==> src/rtl/hadamard_out_serializer_if.sv <==
`default_nettype none
// ============================================================================
// Module  : hadamard_out_serializer_if
// Brief   : Frame-in / beat-out handshake bundle for the Hadamard serializer.
// Revision: 1.0
// ============================================================================
interface hadamard_out_serializer_if #(
  parameter int N = 16,
  parameter int W = 10
);
  logic                in_valid;
  logic                in_ready;
  logic [N*W-1:0]      y_in;
  logic                out_valid;
  logic                out_ready;
  logic signed [W-1:0] out_data;
  logic [3:0]          out_idx;
  logic                out_last;
  logic                peak_valid;
  logic [W-1:0]        peak_abs;
  logic [3:0]          peak_idx;

  modport slave (
    input  in_valid, y_in, out_ready,
    output in_ready, out_valid, out_data, out_idx, out_last,
           peak_valid, peak_abs, peak_idx
  );

  modport master (
    output in_valid, y_in, out_ready,
    input  in_ready, out_valid, out_data, out_idx, out_last,
           peak_valid, peak_abs, peak_idx
  );
endinterface
`default_nettype wire

==> src/rtl/hadamard_out_serializer.sv <==
`default_nettype none
// ============================================================================
// Module  : hadamard_out_serializer
// Brief   : Buffers a 16-coefficient frame and streams it one beat per
//           handshake, reporting the frame's peak magnitude at the end.
// Revision: 1.0
// ============================================================================
module hadamard_out_serializer #(
  parameter int N = 16,
  parameter int W = 10
) (
  input  logic                     clk,
  input  logic                     rst,
  hadamard_out_serializer_if.slave bus
);
  localparam logic [3:0]   c_last    = 4'(N - 1);
  localparam logic [W-1:0] c_mag_max = {1'b0, {(W-1){1'b1}}};

  typedef enum logic [0:0] {
    IDLE   = 1'b0,
    STREAM = 1'b1
  } state_t;

  state_t              r_state, w_state_nxt;
  logic [3:0]          r_idx, w_idx_nxt;
  logic signed [W-1:0] r_buf [N];
  logic signed [W-1:0] w_y   [N];

  logic                w_out_valid, w_in_ready, w_accept;
  logic                w_xfer, w_xfer_last, w_beat_wins;
  logic signed [W-1:0] w_cur, w_neg;
  logic [W-1:0]        w_mag;

  logic [W-1:0]        r_run_abs, r_peak_abs;
  logic [3:0]          r_run_idx, r_peak_idx;
  logic                r_peak_valid;

  for (genvar k = 0; k < N; k++) begin : g_unpack
    assign w_y[k] = bus.y_in[k*W +: W];
  end

  // rst gates every output so the block looks idle during the reset cycle itself
  assign w_out_valid = (r_state == STREAM) && !rst;
  assign w_xfer      = w_out_valid && bus.out_ready;
  assign w_xfer_last = w_xfer && (r_idx == c_last);
  assign w_in_ready  = !rst && ((r_state == IDLE) || w_xfer_last);
  assign w_accept    = bus.in_valid && w_in_ready;

  assign w_cur = r_buf[r_idx];
  assign w_neg = -w_cur;

  // Negating the most negative code wraps back to itself; clamp it instead
  always_comb begin
    w_mag = w_cur;
    if (w_cur[W-1]) begin
      w_mag = w_neg[W-1] ? c_mag_max : w_neg;
    end
  end

  assign w_beat_wins = (r_idx == 4'd0) || (w_mag > r_run_abs);

  always_comb begin
    w_state_nxt = r_state;
    w_idx_nxt   = r_idx;
    case (r_state)
      IDLE: begin
        if (w_accept) begin
          w_state_nxt = STREAM;
          w_idx_nxt   = 4'd0;
        end
      end
      STREAM: begin
        if (w_xfer_last) begin
          w_idx_nxt   = 4'd0;
          w_state_nxt = w_accept ? STREAM : IDLE;
        end else if (w_xfer) begin
          w_idx_nxt = r_idx + 4'd1;
        end
      end
      default: begin
        w_state_nxt = IDLE;
        w_idx_nxt   = 4'd0;
      end
    endcase
  end

  always_ff @(posedge clk) begin
    if (rst) begin
      r_state <= IDLE;
      r_idx   <= 4'd0;
    end else begin
      r_state <= w_state_nxt;
      r_idx   <= w_idx_nxt;
    end
  end

  always_ff @(posedge clk) begin
    if (w_accept) begin
      for (int k = 0; k < N; k++) begin
        r_buf[k] <= w_y[k];
      end
    end
  end

  always_ff @(posedge clk) begin
    if (rst) begin
      r_run_abs    <= '0;
      r_run_idx    <= 4'd0;
      r_peak_abs   <= '0;
      r_peak_idx   <= 4'd0;
      r_peak_valid <= 1'b0;
    end else begin
      r_peak_valid <= w_xfer_last;
      if (w_xfer && w_beat_wins) begin
        r_run_abs <= w_mag;
        r_run_idx <= r_idx;
      end
      if (w_xfer_last) begin
        r_peak_abs <= w_beat_wins ? w_mag : r_run_abs;
        r_peak_idx <= w_beat_wins ? r_idx : r_run_idx;
      end
    end
  end

  assign bus.in_ready   = w_in_ready;
  assign bus.out_valid  = w_out_valid;
  assign bus.out_data   = w_out_valid ? w_cur : '0;
  assign bus.out_idx    = w_out_valid ? r_idx : 4'd0;
  assign bus.out_last   = w_out_valid && (r_idx == c_last);
  assign bus.peak_valid = r_peak_valid && !rst;
  assign bus.peak_abs   = rst ? '0 : r_peak_abs;
  assign bus.peak_idx   = rst ? 4'd0 : r_peak_idx;

endmodule
`default_nettype wire

==> src/flat_wrapper.sv <==
// flat-port wrapper written by rule: the top's interface ports become plain ports
module hadamard_out_serializer_flat 
#(
  parameter int N = 16,
  parameter int W = 10
)
  (clk, rst, bus_in_valid, bus_y_in, bus_out_ready, bus_in_ready, bus_out_valid, bus_out_data, bus_out_idx, bus_out_last, bus_peak_valid, bus_peak_abs, bus_peak_idx);
  hadamard_out_serializer_if #(.N(N), .W(W)) bus_i ();
  input  logic clk;
  input  logic rst;
  input wire logic [$bits(bus_i.in_valid)-1:0] bus_in_valid;
  input wire logic [$bits(bus_i.y_in)-1:0] bus_y_in;
  input wire logic [$bits(bus_i.out_ready)-1:0] bus_out_ready;
  output wire logic [$bits(bus_i.in_ready)-1:0] bus_in_ready;
  output wire logic [$bits(bus_i.out_valid)-1:0] bus_out_valid;
  output wire logic [$bits(bus_i.out_data)-1:0] bus_out_data;
  output wire logic [$bits(bus_i.out_idx)-1:0] bus_out_idx;
  output wire logic [$bits(bus_i.out_last)-1:0] bus_out_last;
  output wire logic [$bits(bus_i.peak_valid)-1:0] bus_peak_valid;
  output wire logic [$bits(bus_i.peak_abs)-1:0] bus_peak_abs;
  output wire logic [$bits(bus_i.peak_idx)-1:0] bus_peak_idx;
  assign bus_i.in_valid = bus_in_valid;
  assign bus_i.y_in = bus_y_in;
  assign bus_i.out_ready = bus_out_ready;
  assign bus_in_ready = bus_i.in_ready;
  assign bus_out_valid = bus_i.out_valid;
  assign bus_out_data = bus_i.out_data;
  assign bus_out_idx = bus_i.out_idx;
  assign bus_out_last = bus_i.out_last;
  assign bus_peak_valid = bus_i.peak_valid;
  assign bus_peak_abs = bus_i.peak_abs;
  assign bus_peak_idx = bus_i.peak_idx;
  hadamard_out_serializer #(.N(N), .W(W)) u_core (.clk(clk), .rst(rst), .bus(bus_i));
endmodule
==> config.mk <==
export PLATFORM = sky130hd
export DESIGN_NAME = hadamard_out_serializer_flat
export DESIGN_NICKNAME = d
export VERILOG_FILES = /design/src/rtl/hadamard_out_serializer_if.sv /design/src/rtl/hadamard_out_serializer.sv /design/src/flat_wrapper.sv
export SDC_FILE = /design/constraint.sdc
export NUM_CORES = 1
export LEC_CHECK = 0
export BUFFER_PORTS_ARGS = -buffer_cell sky130_fd_sc_hd__clkbuf_2
export CAP_MARGIN = 25
export CORE_ASPECT_RATIO = 1.5
export CORE_MARGIN = 5
export CORE_UTILIZATION = 50
export CTS_BUF_LIST = sky130_fd_sc_hd__clkbuf_2
export CTS_CLUSTER_DIAMETER = 100
export CTS_CLUSTER_SIZE = 14
export DETAILED_ROUTE_END_ITERATION = 6
export HOLD_SLACK_MARGIN = 0.08
export PLACE_DENSITY = 0.78
export SLEW_MARGIN = 10
export SYNTH_ARGS = -nofsm -noshare
export SYNTH_HDL_FRONTEND = slang
export SYNTH_SLANG_ARGS = --single-unit
==> constraint.sdc <==
create_clock -name clk -period 9.55 [get_ports clk]
set_clock_uncertainty 0.05 [all_clocks]
set_input_delay 0.4775 -clock clk [delete_from_list [all_inputs] [get_ports clk]]
set_output_delay 0.4775 -clock clk [all_outputs]
set_load 0.01 [all_outputs]
==> run_results.csv, run 1 <==
group,metric,value,unit
run_status,outcome,"complete, no violations",
routing,vias_per_cell,5.36,
synthesis,synth_nets,696,
global_routing,use_met2,0.457,
run,maxCapViolCount,0,
power_and_ir_drop,p_per_area,145,nW/um2
critical_path,start_kind,"register",
power_and_ir_drop,clkPwrFrac,0.268,
final_layout,final_cells,1096,
timing,worstMarginPinSlew,958,ps
global_routing,top_usage_layer,"met2",
global_routing,grt_overflow,0,
min_path,min-delay-start,"rst",
floorplan,dieArea,18900,um2
final_layout,final_cell_mix,"clkbuf_2 (211), dlygate4sd3_1 (162), edfxtp_1 (160), mux4_2 (42), nand2_1 (39)",
routing,drc,0,
global_routing,grt_pass1_vias,6312,
timing,maxSlewViolCount,0,
timing,finalSetupViolCount,0,
power_and_ir_drop,seqPwrFrac,0.602,
placement,numPortBuffers,194,
timing,fmax,186,MHz
final_layout,drive_gt1_frac,0.312,
synthesis,ys_types,49,
power_and_ir_drop,swShare,0.266,
routing,drtIter0Drc,414,
final_layout,fill_cells,1062,
routing,wl,22800,um
critical_path,crit_fanout,37,
power_and_ir_drop,irDropWorstVdd,0.125,mV
critical_path,crit_path_end_kind,"register",
clocking,root_buffer,"clkbuf_2",
clocking,numCtsBuffers,17,
synthesis,synth-seq-cells,196,
synthesis,avgSynthCellArea,15.6,um2
power_and_ir_drop,switchingPower,0.430,mW
synthesis,synthFlopType,"edfxtp_1",
timing,hold_viol,0,
global_routing,gr-usage-met3,0.0441,
clocking,postCtsResizedCells,0,
synthesis,synthCells,520,
clocking,worstSkewPairLatency,750,ps
global_routing,gr-usage-met1,0.272,
timing,period_share,0.562,
synthesis,synth_warnings,0,
final_layout,final_nets,1050,
timing,rsz0062_at_grt,"no",
placement,dp_cells,898,
timing,tns,0,ps
synthesis,syn_area,8090,um2
critical_path,arrival,5960,ps
routing,firstDrtPassIters,5,
final_layout,fin_util,0.695,
global_routing,grt_max_degree,90,
floorplan,io_pins,196,
power_and_ir_drop,p_leak,4.25,nW
routing,vias,5878,
clocking,clkSinkCount,196,
clocking,cts_tree,"yes",
power_and_ir_drop,p_comb_frac,0.130,
final_layout,final_common_cell,"clkbuf_2",
clocking,clock_path_buffers,2,
critical_path,path_class,"reg -> reg",
floorplan,core-area,16000,um2
timing,min_period,5360,ps
timing,whs,292,ps
synthesis,synth_edf_count,160,
floorplan,die_w,114,um
routing,postRouteAntennaNets,0,
placement,place_congestion,0.894,
synthesis,async_flop_share,0,
power_and_ir_drop,p_int,1.18,mW
floorplan,dieHeight,166,um
global_routing,antenna_found_initial,3,
clocking,h-tree-depth,4,
min_path,hp-class,"in -> reg",
critical_path,cp.required,10150,ps
global_routing,grt_pass1_wl,34800,um
placement,dp_hpwl,13600,um
routing,wl_per_cell,20.8,um
final_layout,syn_to_final_growth,37.9,%
synthesis,seq_area_frac_synth,0.683,
clocking,clk_pin_slew,300,ps
global_routing,gr-usage-all-layers,0.246,
timing,max_slew_margin,0.360,
floorplan,num_rows,57,
floorplan,start_util,0.504,
critical path, stage by stage (launching register included):
cell      delay (ps)
dfxtp_2          380
buf_4            530
mux4_2           580
a22oi_1          200
o21ai_1          170
or4_1            660
o311a_1          410
a311o_1          380
inv_1             80
ha_1             230
nand3_1          110
nor2_1            50
a32o_1           260
o21ai_1          110
buf_4            230
nand3_1          400
a221oi_1         430
cell families (layout without fill, tap and decap cells):
kind of cell,after synthesis,count (layout),share of synthesized area
compound gates,76,76,0.0603
xor+xnor,5,5,0.00542
fa+ha+maj,12,12,0.0186
buf+inv,46,413,0.0266
flops,196,196,0.683
mux,48,48,0.124
other cells,1,4,0.000464
simple gates,136,136,0.0811
metal layers:
layer,share of wire,wire (um)
met3,0.048,1100
met1,0.34,7850
met4,0.037,843
met5,0,0
met2,0.57,13000
registers in the layout, summed over array words and instances, names as in the netlist, named ones only:
| register | count |
|---|---|
| u_core.r_run_abs | 9 |
| u_core.r_buf | 160 |
| u_core.r_peak_idx | 4 |
| u_core.r_peak_abs | 9 |
| u_core.r_state | 1 |
| u_core.r_run_idx | 4 |
| u_core.r_idx | 4 |
| u_core.r_peak_valid | 1 |
power by group through the flow:
stage               clock [mW]  sequential, mW  combinational (mW)
CTS                      0.436           0.971               0.202
detailed placement           0           0.989               0.149
global placement             0           0.987               0.146
finish                   0.433           0.972               0.210
global route             0.479           0.975               0.226
floorplan                    0           0.987              0.0887
what timing repair did:
item                                   in CTS  in global routing
buffers inserted                            0                  0
hold buffers                              162                  0
endpoints found under the hold margin     169                  0
metrics by stage:
step	power, mW	instance area, um2	worst slack [ps]
floorplan	1.08	8090	3180
global placement	1.13	9220	4390
detailed placement	1.14	9220	4240
CTS	1.61	11100	4160
global route	1.68	11200	3760
finish	1.61	11200	4190
path summary, 6_finish.rpt:
check / endpoint / slack [ps] / depth (start not counted)
worst max-delay path: u_core.r_run_abs[6] / 4190 / 16
worst min-delay path: u_core.r_run_idx[1] / 290 / 2
worst max register to register: u_core.r_run_abs[6] / 4190 / 16
worst min register to register: u_core.r_run_idx[1] / 420 / 2
synthesized netlist by cell type (3+ instances only):
cell type / count / share of area
ha_1: 12 / 0.019
nor2_1: 35 / 0.016
a22oi_1: 5 / 0.0046
and2_1: 5 / 0.0039
buf_1: 3 / 0.0014
a21o_1: 5 / 0.0046
a211oi_1: 3 / 0.0028
a21oi_1: 19 / 0.012
o21ai_1: 4 / 0.0025
o21ai_0: 12 / 0.0074
edfxtp_1: 160 / 0.59
nor3_1: 8 / 0.0050
nor2b_1: 19 / 0.015
mux2i_1: 6 / 0.0074
o31ai_1: 3 / 0.0028
nand2b_1: 3 / 0.0023
o211ai_1: 3 / 0.0028
dfxtp_1: 36 / 0.089
a31oi_1: 8 / 0.0062
nand4_1: 5 / 0.0039
and3_1: 3 / 0.0023
nand3_1: 10 / 0.0062
buf_2: 7 / 0.0043
mux4_2: 42 / 0.12
nand2_1: 39 / 0.018
xnor2_1: 3 / 0.0032
clkbuf_1: 12 / 0.0056
nand3b_1: 3 / 0.0028
inv_1: 18 / 0.0084
and4_1: 3 / 0.0032
final cells by class:
type	count	area, um2	area share
Antenna cell	3	7.51	0.000673
Clock buffer	17	85.1	0.00763
Clock inverter	15	190	0.0170
Inverter	19	71.3	0.00639
Multi-Input combinational cell	278	2360	0.211
Sequential cell	196	5530	0.496
Tap cell	206	258	0.0231
Timing Repair Buffer	362	2660	0.238
No activity file was read; power rests on OpenSTA's default activity.
==> inputs of run 2 (changes only) <==
--- a/config.mk
+++ b/config.mk
@@ -5,17 +5,18 @@
 export SDC_FILE = /design/constraint.sdc
 export NUM_CORES = 1
 export LEC_CHECK = 0
+export ABC_AREA = 1
 export BUFFER_PORTS_ARGS = -buffer_cell sky130_fd_sc_hd__clkbuf_2
 export CAP_MARGIN = 25
 export CORE_ASPECT_RATIO = 1.5
 export CORE_MARGIN = 5
-export CORE_UTILIZATION = 50
+export CORE_UTILIZATION = 55
 export CTS_BUF_LIST = sky130_fd_sc_hd__clkbuf_2
 export CTS_CLUSTER_DIAMETER = 100
 export CTS_CLUSTER_SIZE = 14
 export DETAILED_ROUTE_END_ITERATION = 6
 export HOLD_SLACK_MARGIN = 0.08
-export PLACE_DENSITY = 0.78
+export PLACE_DENSITY = 0.81
 export SLEW_MARGIN = 10
 export SYNTH_ARGS = -nofsm -noshare
 export SYNTH_HDL_FRONTEND = slang
==> constraint.sdc (replaced) <==
create_clock -name clk -period 5.4 [get_ports clk]
set_clock_uncertainty 0.05 [all_clocks]
set_input_delay 0.27 -clock clk [delete_from_list [all_inputs] [get_ports clk]]
set_output_delay 0.27 -clock clk [all_outputs]
set_load 0.01 [all_outputs]
==> run 2 against run 1 <==
The flow now finishes with violations (design-rule violations). Total power grew 84%. Clock power grew 74%. Die area shrank 2.6%. Register-to-register slack lost 3700 ps. Non-clock buffer count grew 54. Cell count grew 34%. Combinational power grew 130%. Sequential cell count is the same. Critical path depth grew 8. Cell area grew 8.9%. Critical path type unchanged.
==> run_results.csv, run 2 <==
group,metric,value,unit
final_layout,drive_gt1_frac,0.214,
floorplan,dieArea,18400,um2
floorplan,io_pins,196,
global_routing,gr-usage-all-layers,0.288,
critical_path,crit_path_end_kind,"register",
clocking,clock_path_buffers,2,
min_path,hp-class,"in -> reg",
synthesis,ys_types,32,
floorplan,die_w,112,um
final_layout,fin_util,0.781,
global_routing,gr-usage-met1,0.307,
critical_path,reg2reg_depth,24,
clocking,clkSinkCount,196,
routing,vias,8255,
critical_path,cp.required,6090,ps
synthesis,seq_area_frac_synth,0.639,
synthesis,synthCells,863,
synthesis,synth_nets,1039,
placement,place_congestion,0.870,
power_and_ir_drop,p_leak,5.25,nW
placement,dp_hpwl,14100,um
timing,finalSetupViolCount,0,
clocking,h-tree-depth,4,
global_routing,grt_overflow,0,
synthesis,yosys.area.top_type,"edfxtp_1",
routing,drc,2,
final_layout,reg_top3,"u_core.r_buf: 160 flops, u_core.r_peak_abs: 9 flops, u_core.r_run_abs: 9 flops",
synthesis,synth_xor_area_frac,0.00202,
timing,whs,93.6,ps
timing,min_period,4900,ps
timing,maxSlewViolCount,0,
power_and_ir_drop,irDropWorstVdd,0.244,mV
floorplan,num_rows,56,
final_layout,largest_register,"u_core.r_buf",
global_routing,grt_pass1_wl,40500,um
synthesis,synth_fa_ha_area_frac,0.0174,
global_routing,antenna_found_initial,2,
min_path,hold_path_depth,2,
global_routing,grt_max_degree,162,
timing,max_slew_margin,0.382,
synthesis,synthFlopType,"edfxtp_1",
critical_path,arrival,5590,ps
final_layout,largest_register_ffs,160,
synthesis,synth_top_area_frac,0.555,
run_status,violations,"design-rule violations",
synthesis,synth_warnings,0,
critical_path,crit_end,"u_core.r_run_abs[2]",
final_layout,final_nets,1432,
clocking,root_buffer,"clkbuf_2",
synthesis,synth_top_family_by_area,"simple AND/OR/NAND/NOR gates",
routing,wl,30100,um
synthesis,synth-simple-area-share,0.192,
synthesis,synth.top_cells.by_area,"edfxtp_1 (56%), dfxtp_1 (8.3%), nand2_1 (7.2%)",
floorplan,core-area,15600,um2
synthesis,syn_area,8650,um2
synthesis,synth_compound_area_frac,0.0729,
timing,worstMarginPinSlew,927,ps
critical_path,path_class,"reg -> reg",
synthesis,avgSynthCellArea,10.0,um2
critical_path,start_kind,"register",
timing,period_share,0.907,
critical_path,rrSetupSlack,500,ps
critical_path,timing.rr.end,"u_core.r_run_abs[2]",
synthesis,synth_mux_area_frac,0,
timing,fmax,204,MHz
critical_path,crit_fanout,26,
clocking,clk_pin_slew,390,ps
final_layout,syn_to_final_growth,40.5,%
clocking,numCtsBuffers,17,
final_layout,final_cell_mix,"dlygate4sd3_1 (213), clkbuf_2 (212), nand2_1 (166), edfxtp_1 (160), nor2_1 (116)",
global_routing,grt_pass1_vias,7921,
routing,vias_per_cell,5.60,
synthesis,synth-seq-cells,196,
synthesis,synth.most_common_cell,"nand2_1",
synthesis,synthTopCellsByCount,"nand2_1 (167), edfxtp_1 (160), nor2_1 (117)",
power_and_ir_drop,p_per_area,244,nW/um2
floorplan,start_util,0.556,
synthesis,async_flop_share,0,
global_routing,gr-usage-met3,0.0571,
routing,wl_per_cell,20.4,um
clocking,cts_tree,"yes",
run,maxCapViolCount,0,
placement,numPortBuffers,194,
floorplan,dieHeight,164,um
routing,postRouteAntennaNets,0,
global_routing,top_usage_layer,"met2",
timing,hold_viol,0,
routing,firstDrtPassIters,7,
run_status,outcome,"finished, violations left",
clocking,worstSkewPairLatency,830,ps
routing,drtIter0Drc,971,
global_routing,use_met2,0.524,
final_layout,final_common_cell,"dlygate4sd3_1",
timing,rsz0062_at_grt,"no",
synthesis,synth_edf_count,160,
-- run 2: cell types whose count changed after synthesis, sizes merged, moves of 7 or more --
| cell | previous run | this run |
|---|---|---|
| o21ai | 16 | 72 |
| o211ai | 3 | 18 |
| inv | 18 | 104 |
| a31oi | 8 | 1 |
| nand2 | 39 | 172 |
| mux4 | 42 | 0 |
| nand3 | 10 | 90 |
| nor2 | 35 | 123 |
| nor2b | 19 | 0 |
| buf | 15 | 35 |
-- run 2: worst min path at each step --
stage	from	end	slack, ps
floorplan	bus_y_in[0]	u_core.r_buf[0][0]	320
global placement	bus_y_in[43]	u_core.r_buf[4][3]	400
detailed placement	bus_y_in[19]	u_core.r_buf[1][9]	400
CTS	bus_y_in[54]	u_core.r_buf[5][4]	80
global route	bus_y_in[142]	u_core.r_buf[14][2]	30
finish	bus_y_in[112]	u_core.r_buf[11][2]	90
-- run 2: where the power goes --
part,internal (mW),switching [mW]
Sequential,1.70,0.0276
Combinational,0.226,0.264
Clock,0.160,0.596
Total,2.08,0.887
-- run 2: layout make-up --
class                           count  area [um2]
Antenna cell                        2        5.00
Inverter                          105         399
Clock inverter                     14         160
Tap cell                          203         254
Sequential cell                   196        5530
Timing Repair Buffer              416        3200
Fill cell                         919        3400
Multi-Input combinational cell    520        2510
Clock buffer                       18        90.1
-- run 2: through the flow --
step           setup TNS, ps  setup slack (ps)  std cells  total power [mW]  area [um2]
3_3_place_gp               0               550       1226              2.07        9730
2_1_floorplan          -1420              -234        863              1.96        8700
5_1_grt                    0              92.5       1474              3.07       12200
3_5_place_dp               0               327       1226              2.07        9730
6_report                   0               502       1474              2.97       12200
4_1_cts                    0               254       1428              2.87       11700
-- run 2: cell families after synthesis --
group           after synthesis
compound gates              113
xor+xnor                      2
fa+ha+maj                    12
buf+inv                     147
flops                       196
other cells                   1
simple gates                392
-- run 2: routing by layer --
metal,wire length [um],vias to the layer above
li1,-,3665
met1,9640,3773
met2,15400,644
met3,2750,173
met4,2310,0
met5,0,-
-- run 2: worst max-delay path, stage by stage, from the launching register on --
cell and delay (ps):
dfxtp_4 660, buf_4 380, nand2_1 180, nand3_1 180, nand3_1 110, nand3_1 120
nand2_1 170, inv_2 190, nand2_1 110, nor2_1 140, nand3_2 290, nand3_1 190
ha_1 180, nand3_1 110, nor3_1 190, o21ai_0 140, nand4_1 110, nand2_1 70
nand2_2 250, inv_2 160, nor2_4 290, inv_1 250, a21oi_1 170, o21ai_1 90
inv_1 70
-- run 2: what timing repair did --
action / in CTS / in global routing
gates resized for setup: 0 / 1
setup endpoints to repair: 0 / 10
endpoints found under the hold margin: 194 / 43
hold buffers: 170 / 43
setup buffers: 0 / 1
==> inputs of run 3 (changes only) <==
--- a/config.mk
+++ b/config.mk
@@ -5,7 +5,6 @@
 export SDC_FILE = /design/constraint.sdc
 export NUM_CORES = 1
 export LEC_CHECK = 0
-export ABC_AREA = 1
 export BUFFER_PORTS_ARGS = -buffer_cell sky130_fd_sc_hd__clkbuf_2
 export CAP_MARGIN = 25
 export CORE_ASPECT_RATIO = 1.5
@@ -16,7 +15,7 @@
 export CTS_CLUSTER_SIZE = 14
 export DETAILED_ROUTE_END_ITERATION = 6
 export HOLD_SLACK_MARGIN = 0.08
-export PLACE_DENSITY = 0.81
+export PLACE_DENSITY = 0.82
 export SLEW_MARGIN = 10
 export SYNTH_ARGS = -nofsm -noshare
 export SYNTH_HDL_FRONTEND = slang
==> run 3 against run 2 <==
The run now ends clean. Via count fell by 23%. Combinational power fell by 20%. Total power fell by 4.1%. Largest cell class unchanged.
==> run_results.csv, run 3 (synthesized netlist as in run 1, its figures left out) <==
group,metric,value,unit
clocking,cts_tree,"yes",
clocking,root_buffer,"clkbuf_2",
timing,maxSlewViolCount,0,
clocking,numCtsBuffers,17,
timing,tns,0,ps
final_layout,final_cell_mix,"clkbuf_2 (211), dlygate4sd3_1 (167), edfxtp_1 (160), mux4_2 (42), nand2_1 (39)",
final_layout,final_nets,1064,
placement,placed_area,9320,um2
critical_path,path_buf_inv,4,
routing,vias_per_cell,5.75,
global_routing,grt_overflow,0,
power_and_ir_drop,p_comb_frac,0.138,
timing,period_share,0.922,
floorplan,die_w,109,um
run,maxCapViolCount,0,
final_layout,fin_area,11300,um2
critical_path,start_kind,"register",
timing,finalSetupViolCount,0,
floorplan,core-area,14500,um2
final_layout,largest_register,"u_core.r_buf",
critical_path,arrival,5570,ps
floorplan,start_util,0.557,
power_and_ir_drop,p_leak,4.31,nW
routing,firstDrtPassIters,6,
power_and_ir_drop,irDropWorstVdd,0.240,mV
power_and_ir_drop,p_int,2.06,mW
final_layout,final_cells,1103,
final_layout,drive_gt1_frac,0.320,
routing,wl_per_cell,23.5,um
global_routing,grt_max_degree,50,
final_layout,syn_to_final_growth,39.2,%
global_routing,grt_pass1_wl,37500,um
timing,min_period,4980,ps
routing,drtIter0Drc,618,
final_layout,reg_top3,"u_core.r_buf: 160 flops, u_core.r_peak_abs: 9 flops, u_core.r_run_abs: 9 flops",
power_and_ir_drop,swShare,0.278,
clocking,clk_pin_slew,340,ps
critical_path,crit_family,"compound AO/OA/AOI/OAI gates",
placement,place_congestion,0.950,
timing,worstMarginPinSlew,996,ps
placement,dp_hpwl,14300,um
routing,drc,0,
clocking,clkSinkCount,196,
final_layout,largest_register_ffs,160,
critical_path,cp_slowest_stage_delay,570,ps
placement,numPortBuffers,194,
timing,fin_ws,421,ps
power_and_ir_drop,clkPwrFrac,0.257,
run_status,outcome,"complete, no violations",
timing,fmax,201,MHz
final_layout,final_common_cell,"clkbuf_2",
critical_path,crit_path_frequent_cell,"nand3_1",
routing,wl,25900,um
global_routing,grt_pass1_vias,6619,
critical_path,slowest_stage,"dfxtp_2",
critical_path,path_class,"reg -> reg",
timing,max_slew_margin,0.335,
global_routing,antenna_found_initial,8,
timing,whs,140,ps
clocking,worstSkewPairLatency,770,ps
power_and_ir_drop,p_per_area,253,nW/um2
floorplan,io_pins,196,
routing,vias,6339,
critical_path,crit_path_end_kind,"register",
critical_path,cp.required,5990,ps
critical_path,crit_path_cell_trace,"buf_4 > buf_12 > mux4_2 > nand3_1 > nand3_1 > or4_1 > o311a_1 > a311o_1 > inv_1 > ha_1 > nand3_1 > nor2_1 > a32o_1 > o21ai_2 > buf_4 > nand2_1 > nor2_1 > a21oi_1",
final_layout,fin_util,0.775,
final_layout,fill_cells,823,
min_path,hp-class,"in -> reg",
power_and_ir_drop,seqPwrFrac,0.605,
global_routing,gr-usage-all-layers,0.302,
routing,postRouteAntennaNets,0,
floorplan,dieArea,17300,um2
critical_path,crit_fanout,23,
placement,dp_cells,898,
floorplan,num_rows,54,
timing,rsz0062_at_grt,"no",
clocking,h-tree-depth,4,
placement,place_ws,278,ps
timing,hold_viol,0,
floorplan,dieHeight,159,um
power_and_ir_drop,switchingPower,0.791,mW
clocking,postCtsSetupRepairBufs,0,
power_and_ir_drop,total_power,2.85,mW
clocking,clock_path_buffers,2,
-- run 3: changes by cell type in the layout (fill, tap and decap cells not counted), moves of 9 or more --
cell           change
inv_2              -9
o21ai_0           -39
nor2b_1           +19
o21ai_1           -17
o211ai_1          -15
inv_1             -76
nor2_1            -81
nand2_1          -127
mux4_2            +42
nand3_1           -75
dlygate4sd3_1     -46
-- run 3: repair_timing --
action,CTS,global route
hold buffers,163,4
hold endpoints to repair,196,4
resized for setup,0,3
setup endpoints to repair,0,15
-- run 3: cell type report --
cell class,instances,area [um2],share of cell area
Clock buffer,17,85.1,0.00755
Antenna cell,6,15.0,0.00133
Inverter,19,71.3,0.00633
Tap cell,196,245,0.0218
Sequential cell,196,5530,0.491
Timing Repair Buffer,376,2790,0.248
Clock inverter,15,156,0.0139
Multi-Input combinational cell,278,2370,0.210
-- run 3: final timing paths --
kind	from	end	slack (ps)	cells past startpoint
hold reg to reg	u_core.r_run_idx[0]	u_core.r_peak_idx[0]	420	2
setup reg to reg	register	u_core.r_peak_abs[5]	420	18
setup / recovery	register	u_core.r_peak_abs[5]	420	18
hold / removal	bus_y_in[62]	u_core.r_buf[6][2]	140	2
-- run 3: power groups by stage --
stage / logic (mW) / registers, mW / clock network (mW)
5_1_grt: 0.419 / 1.73 / 0.797
3_3_place_gp: 0.267 / 1.74 / 0
3_5_place_dp: 0.273 / 1.75 / 0
4_1_cts: 0.368 / 1.72 / 0.703
2_1_floorplan: 0.158 / 1.74 / 0
6_report: 0.392 / 1.72 / 0.732
-- run 3: metal layers --
metal	global-route usage	routed length (um)	share of wire
met5	0	31	0.0012
met4	0.156	1350	0.052
met3	0.0540	1980	0.076
met2	0.550	14100	0.54
met1	0.334	8450	0.33
